**src/rtl/riscv_pkg.sv**
```systemverilog
// Shared definitions for the memory-access stage.
//   - funct3 load/store size encodings (F3_B, F3_H, F3_W, F3_BU, F3_HU)
//   - memory-access FSM state encoding
//   - f3_misaligned(): alignment rule for a given funct3 and byte offset
package riscv_pkg;

   localparam logic [2:0] F3_B  = 3'b000;
   localparam logic [2:0] F3_H  = 3'b001;
   localparam logic [2:0] F3_W  = 3'b010;
   localparam logic [2:0] F3_BU = 3'b100;
   localparam logic [2:0] F3_HU = 3'b101;

   typedef enum logic [0:0] {
      StIdle = 1'b0,
      StWait = 1'b1
   } mem_state_e;

   // Unsupported sizes (011/110/111) are reported as misaligned so they never reach memory.
   function automatic logic f3_misaligned(input logic [2:0] funct3, input logic [1:0] addr);
      logic mis;
      unique case (funct3)
         F3_B, F3_BU: mis = 1'b0;
         F3_H, F3_HU: mis = addr[0];
         F3_W:        mis = (addr != 2'b00);
         default:     mis = 1'b1;
      endcase
      return mis;
   endfunction

endpackage

```
**src/rtl/load_align.sv**
```systemverilog
// Load alignment and extension.
//   rdata_i    : 32-bit word returned by data memory
//   addr_i     : byte offset within the word
//   funct3_i   : load size/sign (LB, LH, LW, LBU, LHU)
//   load_ext_o : selected byte/half, sign- or zero-extended; word passes through
module load_align
   import riscv_pkg::*;
(
   input  logic [31:0] rdata_i,
   input  logic [1:0]  addr_i,
   input  logic [2:0]  funct3_i,
   output logic [31:0] load_ext_o
);

   logic [7:0]  byte_sel;
   logic [15:0] half_sel;

   always_comb begin
      unique case (addr_i)
         2'b00: byte_sel = rdata_i[7:0];
         2'b01: byte_sel = rdata_i[15:8];
         2'b10: byte_sel = rdata_i[23:16];
         2'b11: byte_sel = rdata_i[31:24];
      endcase
      half_sel = addr_i[1] ? rdata_i[31:16] : rdata_i[15:0];
   end

   always_comb begin
      load_ext_o = rdata_i;
      unique case (funct3_i)
         F3_B:    load_ext_o = {{24{byte_sel[7]}}, byte_sel};
         F3_H:    load_ext_o = {{16{half_sel[15]}}, half_sel};
         F3_BU:   load_ext_o = {24'd0, byte_sel};
         F3_HU:   load_ext_o = {16'd0, half_sel};
         default: load_ext_o = rdata_i;
      endcase
   end

endmodule

```
**src/rtl/mem_wb_stage.sv**
```systemverilog
// Memory-access stage plus MEM/WB pipeline register.
//   Inputs from EX/MEM : alu_result_in, rd2_in, rd_in, funct3_in, RegWrite_in, MemtoReg_in,
//                        MemRead_in, MemWrite_in
//   Data-memory bus    : dmem_req/we/addr/wdata/be out, dmem_ready/rdata in
//   Pipeline control   : stall_out holds EX/MEM and earlier stages
//   MEM/WB register    : wb_data_out, rd_out, RegWrite_out, misalign_out
// Optional: define MEM_WB_STAGE_STALL_CNT_EN to add the stall_cycles performance counter.
module mem_wb_stage
   import riscv_pkg::*;
#(
   parameter int unsigned ADDR_W = 32,
   parameter int unsigned DATA_W = 32
) (
   input  logic              clk,
   input  logic              reset_n,
   input  logic [DATA_W-1:0] alu_result_in,
   input  logic [DATA_W-1:0] rd2_in,
   input  logic [4:0]        rd_in,
   input  logic [2:0]        funct3_in,
   input  logic              RegWrite_in,
   input  logic              MemtoReg_in,
   input  logic              MemRead_in,
   input  logic              MemWrite_in,
   output logic              dmem_req,
   output logic              dmem_we,
   output logic [ADDR_W-1:0] dmem_addr,
   output logic [DATA_W-1:0] dmem_wdata,
   output logic [3:0]        dmem_be,
   input  logic              dmem_ready,
   input  logic [DATA_W-1:0] dmem_rdata,
   output logic              stall_out,
   output logic [DATA_W-1:0] wb_data_out,
   output logic [4:0]        rd_out,
   output logic              RegWrite_out,
   output logic              misalign_out
`ifdef MEM_WB_STAGE_STALL_CNT_EN
   ,
   output logic [31:0]       stall_cycles
`endif
);

   mem_state_e        state_q, state_d;
   logic              mem_acc, misaligned, mem_op;
   logic [1:0]        byte_off;
   logic [31:0]       load_ext;
   logic [DATA_W-1:0] wb_data_q;
   logic [4:0]        rd_q;
   logic              regwrite_q, misalign_q;

   assign byte_off   = alu_result_in[1:0];
   assign mem_acc    = MemRead_in | MemWrite_in;
   assign misaligned = mem_acc & f3_misaligned(funct3_in, byte_off);
   assign mem_op     = mem_acc & ~misaligned;
   assign stall_out  = mem_op & ~dmem_ready;

   // Access FSM
   always_ff @(posedge clk or negedge reset_n) begin
      if (!reset_n) begin
         state_q <= StIdle;
      end else begin
         state_q <= state_d;
      end
   end

   always_comb begin
      state_d  = state_q;
      dmem_req = mem_op;
      unique case (state_q)
         StIdle: begin
            if (mem_op && !dmem_ready) state_d = StWait;
         end
         StWait: begin
            // Upstream holds the request stable while stalled.
            dmem_req = 1'b1;
            if (dmem_ready) state_d = StIdle;
         end
      endcase
   end

   // Bus drive: address, direction, byte enables and lane-replicated store data
   assign dmem_we   = MemWrite_in;
   assign dmem_addr = {alu_result_in[ADDR_W-1:2], 2'b00};

   always_comb begin
      dmem_be    = 4'b1111;
      dmem_wdata = rd2_in;
      if (MemWrite_in) begin
         unique case (funct3_in[1:0])
            2'b00: begin
               dmem_be    = 4'b0001 << byte_off;
               dmem_wdata = {4{rd2_in[7:0]}};
            end
            2'b01: begin
               dmem_be    = byte_off[1] ? 4'b1100 : 4'b0011;
               dmem_wdata = {2{rd2_in[15:0]}};
            end
            default: begin
               dmem_be    = 4'b1111;
               dmem_wdata = rd2_in;
            end
         endcase
      end
   end

   load_align u_load_align (
      .rdata_i    (dmem_rdata),
      .addr_i     (byte_off),
      .funct3_i   (funct3_in),
      .load_ext_o (load_ext)
   );

   // MEM/WB register; a stall inserts a bubble and holds the data field.
   always_ff @(posedge clk or negedge reset_n) begin
      if (!reset_n) begin
         wb_data_q  <= '0;
         rd_q       <= '0;
         regwrite_q <= 1'b0;
         misalign_q <= 1'b0;
      end else if (stall_out) begin
         rd_q       <= '0;
         regwrite_q <= 1'b0;
         misalign_q <= 1'b0;
      end else begin
         wb_data_q  <= MemtoReg_in ? load_ext : alu_result_in;
         rd_q       <= rd_in;
         regwrite_q <= RegWrite_in & ~misaligned;
         misalign_q <= misaligned;
      end
   end

   assign wb_data_out  = wb_data_q;
   assign rd_out       = rd_q;
   assign RegWrite_out = regwrite_q;
   assign misalign_out = misalign_q;

`ifdef MEM_WB_STAGE_STALL_CNT_EN
   logic [31:0] stall_cnt_q;

   always_ff @(posedge clk or negedge reset_n) begin
      if (!reset_n) begin
         stall_cnt_q <= '0;
      end else if (stall_out) begin
         stall_cnt_q <= stall_cnt_q + 32'd1;
      end
   end

   assign stall_cycles = stall_cnt_q;
`endif

endmodule

```
**config.mk**
```make
export PLATFORM = sky130hd
export DESIGN_NAME = mem_wb_stage
export DESIGN_NICKNAME = d
export VERILOG_FILES = /design/src/rtl/riscv_pkg.sv /design/src/rtl/load_align.sv /design/src/rtl/mem_wb_stage.sv
export SDC_FILE = /design/constraint.sdc
export NUM_CORES = 1
export LEC_CHECK = 0
export ABC_CLOCK_PERIOD_IN_PS = 5200
export CAP_MARGIN = 20
export CORE_ASPECT_RATIO = 0.6
export CORE_MARGIN = 2
export CORE_UTILIZATION = 38
export DETAILED_ROUTE_END_ITERATION = 12
export HOLD_SLACK_MARGIN = 0.05
export PLACE_DENSITY = 0.87
export SLEW_MARGIN = 5
export SYNTH_ARGS = -nofsm -noshare
export SYNTH_HDL_FRONTEND = slang
export SYNTH_SLANG_ARGS = --single-unit
```
**constraint.sdc**
```tcl
create_clock -name clk -period 5.2 [get_ports clk]
set_input_delay 1.04 -clock clk [delete_from_list [all_inputs] [get_ports clk]]
set_output_delay 1.04 -clock clk [all_outputs]
set_load 0.02 [all_outputs]
```
Word level (Yosys, flattened, before mapping):

Index checks and enable logic that the tools add are counted.

* logic and storage cells: 47
* input bits: 111
* output and inout bits: 110
* bits in registers: 40

* shift-type cells: 1
* mux-type cells: 17
* reductions and logical operators: 8
* equal/unequal tests: 8
* bitwise gates (word level): 8

Operators with widths (count)
* case mux 32 bit (4 select lines): 1
* two-way mux 32 bit: 2
* case mux 32 bit (2 select lines): 1
* case mux 8 bit (4 select lines): 1
* two-way mux 16 bit: 1
* two-way mux 4 bit: 2
* case mux 4 bit (2 select lines): 1
* equality test 3 bit, second input constant: 2
* two-way mux 1 bit: 5
* two-way mux 5 bit: 1
* AND 1 bit: 4
* equality test 2 x 1 -> 1 bit, second input constant: 2
* equality test 2 bit, second input constant: 2
* zero test 2 bit: 2
* OR reduction 2 bit: 2
* << shifter 1 x 2 -> 4 bit, first input constant: 1
* equality test 3 x 1 -> 1 bit, second input constant: 1
* equality test 3 x 2 -> 1 bit, second input constant: 1
* zero test 3 bit: 1
* NOT 1 bit: 3
* case mux 1 bit (3 select lines): 1
* case mux 1 bit (2 select lines): 1
* nonzero test 2 bit: 1
* logical AND 1 bit: 1
* other kinds (2): 2

Depth between registers and ports, before layout:

* depth in word-level cells: 9
* depth in mapped cells: 8
* gate-level depth less buffers: 6

Hierarchy:

A second synthesis with hierarchy kept.

* cells, all modules: 356
* area, all modules: 3331.9 um2

By module, submodules not included
* mem_wb_stage: times used 1, cells each 246, area an instance 2682.6 um2, seq. area each 1001.0 um2
* load_align: times used 1, cells each 110, area an instance 649.4 um2, seq. area each 0.0 um2

Least setup slack after synthesis:

No wires, ideal clock.

* kind: in2out
* start point: input port funct3_in[1]
* end point: output port dmem_wdata[27]
* data arrival time: 2.173 ns
* path buffers: 2
* setup slack: 1.987 ns
* required time: 4.160 ns
* stages: 5
* cells stage by stage: clkbuf_2 > inv_1 > nand2_1 > clkbuf_1 > o21ai_0

* cells in the longest elaborated chain, start to end: 3
* elaborated cells between the ends (all ways): 4
* those cells by class: 1 x eq/ne; 2 x mux; 1 x reduce/logical

RTL lines
* start, declared: RTL line mem_wb_stage.sv:19 `input logic [2:0] funct3_in,`
* equality test 2 x 1 -> 1 bit / zero test 2 bit (equally long branches): RTL line mem_wb_stage.sv:88 `unique case (funct3_in[1:0])`
* case mux 32 bit (2 select lines) *: RTL line mem_wb_stage.sv:88
* two-way mux 32 bit *: RTL line mem_wb_stage.sv:87 `if (MemWrite_in) begin`
* end, declared: RTL line mem_wb_stage.sv:27 `output logic [DATA_W-1:0] dmem_wdata,`

Mark *: on every way between the ends. The rest lies on a longest branch, timed or not.

Worst setup path after layout:

* start point: input port funct3_in[1]
* end point: output port dmem_wdata[13]

Same word-level chain as after synthesis.

==> flow_metrics.py <==
metrics = {
    "clock_network": {
        "clk_pin_slew_worst_paths_ps": 60,
        "cts-resized-gates": 0,
        "h-tree-depth": 2,
        "cts_hold_buf": 0,
        "cts_buffer_depth": 2,
        "post_cts_buffers": 0,
        "insertion_delay_ps": 280,
        "cts_tree": "yes",
        "numCtsBuffers": 5,
        "cts.sinks": 40,
        "cts_root_buf": "clkbuf_16",
    },
    "synth": {
        "synth_compound_area_share_pct": 27.0,
        "synthCells": 382,
        "synth-adder-area-share_pct": 0,
        "yosys.area_share.xor_xnor_pct": 0,
        "post_synth_instance_area_um2": 3090,
        "yosys.area_share.simple_pct": 18.2,
        "ys.flop_type": "dfrtp_1",
        "seq_area_frac_synth_pct": 32.4,
        "ys_seq_elements": 40,
        "synth_edf_count": 0,
        "synth_top_family_by_area": "compound AO/OA/AOI/OAI gates",
        "synth_area_per_cell_um2": 8.08,
        "synth.distinct_cells": 45,
        "yosysWarnings": 0,
        "synth-async-reset-ratio_pct": 100,
        "synthMuxAreaShare_pct": 6.61,
    },
    "drt": {
        "top_layer": "met4",
        "vias": 3406,
        "drt_iter0_markers": 261,
        "wl_um": 11600,
        "ant_nets": 0,
        "firstDrtPassIters": 5,
        "via_per_inst": 5.19,
        "route.detailed.drc": 0,
        "dr_wl_met3_um": 958,
        "wl_per_cell_um": 17.6,
        "wl_met1_um": 5260,
        "wl_met2_um": 5260,
    },
    "worst_hold_path": {
        "min_from": "wb_data_out[23]$_DFFE_PN0N_",
        "hp-class": "flop to flop",
        "min_to": "wb_data_out[23]$_DFFE_PN0N_",
        "hold_depth": 2,
    },
    "global_route": {
        "grt_max_degree": 41,
        "antenna_found_initial": 0,
        "track_usage_pct": 25.4,
        "grt_pass1_vias": 3249,
        "grt_pass1_wl_um": 17400,
        "overflow": 0,
    },
    "place": {
        "post-dp-hpwl_um": 9250,
        "io_buffers": 218,
        "place_area_um2": 5000,
        "place_congestion": 0.910,
    },
    "critical_path": {
        "arrival_ps": 3430,
        "r2r_slack_ps": 4430,
        "cp-start-kind": "input port",
        "path_class": "input port to primary output",
        "r2r-end": "state_q$_DFF_PN0_",
        "cp-end-kind": "primary output",
        "cp_max_fo": 25,
        "cp.required_ps": 4160,
        "r2r-start": "state_q$_DFF_PN0_",
        "reg2regPathDepth": 2,
    },
    "finish": {
        "final_layout_size_suffix_gt1_share_pct": 6.02,
        "final_nets": 658,
        "antenna_cells": 0,
        "fillers": 663,
        "syn2layout_area_growth_pct": 67.6,
        "finish.instance_area_um2": 5170,
    },
    "power": {
        "p_int_w": 0.000820,
        "pwr-share-clk_pct": 29.9,
        "power_switching_w": 0.000391,
        "vdd_ir_drop_max_uv": 145,
        "p_per_area_nw_per_um2": 234,
        "leakagePower_nw": 2.07,
        "p_seq_share_pct": 30.1,
        "combPwrFrac_pct": 39.9,
        "swShare_pct": 32.3,
    },
    "timing": {
        "max_freq_mhz": 224,
        "setup_viol": 0,
        "hold_viol_final": 0,
        "fin_setup_tns_ps": 0,
        "drv_slew": 0,
        "final.min_clock_period_ps": 4470,
        "min_period_over_period_pct": 86.0,
        "rsz0062_at_grt": "false",
        "slew_headroom_pct": 36.5,
        "worst_pin_slew_ps": 952,
        "skew_ps": 0,
    },
    "run": {
        "max_cap_violations": 0,
    },
    "floorplan": {
        "die_y_um": 73.8,
        "core_area_um2": 7880,
        "die_area_um2": 8880,
        "start_util_pct": 39.1,
        "rows": 25,
        "die_w_um": 120,
        "ioPinCount": 221,
    },
    "outcome": {
        "outcome": "finished, final reports clean",
    },
}
state kept, by name, indices dropped and copies added (netlist names):
register and count:
RegWrite_out 1, misalign_out 1, rd_out 5, state_q 1, wb_data_out 32
power groups by stage:
stage / Combinational (W) / Sequential (W) / Clock (W)
finish: 0.000483 / 0.000365 / 0.000363
global route: 0.000513 / 0.000369 / 0.000382
CTS: 0.000484 / 0.000365 / 0.000367
detailed placement: 0.000482 / 0.000370 / 0
global placement: 0.000475 / 0.000369 / 0
floorplan: 0.000192 / 0.000414 / 0
synth_stat cells (2+ instances only):
cell       count  area share, %
nor2_1        12            1.5
nor2b_1       10            2.0
o22ai_1        5            1.0
mux2i_1       10            3.2
o31a_1         2           0.57
o21bai_1       2           0.49
clkbuf_1      11            1.3
a221o_1        5            1.6
a21oi_1        4           0.65
o2bb2ai_1     16            4.5
and2_1         5            1.0
or3_1          6            1.2
a31oi_1        8            1.6
buf_4         44             11
a21o_1         5            1.2
o211ai_1       2           0.49
inv_2          2           0.24
nand2b_1       9            1.8
o21ai_0       33            5.4
buf_6          3            1.1
nor2_2         2           0.41
mux2_2         8            2.9
dfrtp_1       40             32
o31ai_1        5            1.2
buf_2          8            1.3
a221oi_1       7            2.0
o221ai_1       2           0.57
o21ai_1       18            2.9
nand2_1       77            9.4
inv_1          6           0.73
placed cells by master, fill, tap and decap left out, types with 4 or more instances in the layout:
master and count:
a21oi_1 4, nor2_1 12, clkbuf_16 5, o31ai_1 5
o21ai_1 18, nand2b_1 9, o21ai_0 33, a21o_1 5
clkdlybuf4s50_1 217, mux2_2 8, or3_1 6, and2_1 5
buf_4 7, a221o_1 5, mux2i_1 10, dfrtp_1 40
a221oi_1 7, inv_1 6, a31oi_1 8, o2bb2ai_1 16
nor2b_1 10, nand2_1 77, o22ai_1 5
critical path, cell delays in order:
cell	delay (ps)
clkdlybuf4s50_1	410
inv_1	310
nand2_1	90
buf_4	220
nor2_2	400
mux2_2	400
clkdlybuf4s50_1	550
area by class of cell:
class                   instances  area (µm²)  area share (%)
clock inverters                 3        46.3           0.895
well taps                     108         135            2.61
clock buffers                   5         125            2.42
flip-flops and latches         40        1000            19.4
inverters                       8        30.0           0.581
repair buffers                225        2230            43.1
multi-input cells             267        1600            31.0
cell families after synthesis:
family,Yosys count
simple gates,124
other cells,1
mux,19
compound gates,122
buf+inv,76
flops,40
worst max path at each step:
stage	startpoint	to	depth (start not counted)
floorplan	funct3_in[1]	dmem_wdata[27]	5
global placement	funct3_in[1]	dmem_wdata[15]	7
detailed placement	funct3_in[1]	dmem_wdata[13]	7
CTS	funct3_in[1]	dmem_wdata[13]	7
global route	funct3_in[1]	dmem_wdata[15]	7
finish	funct3_in[1]	dmem_wdata[13]	7
metal layers:
layer,vias to the layer above,GRT usage [%]
li1,1640,-
met2,178,40.5
met3,10,6.29
met1,1578,35.7
met4,0,4.39
met5,-,0
through the flow:
stage                     power (W)  hold slack (ps)  utilization, %  cells  worst slack [ps]
after floorplan            0.000606              580               -    383              1990
after global placement     0.000844              462            63.4    648               841
after detailed placement   0.000853              475            63.4    648               743
after CTS                   0.00122              490            65.6    656               742
after global routing        0.00126              522            65.6    656               619
final                       0.00121              486            65.6    656               727
Note: power is estimated with default switching activity, not from simulation.
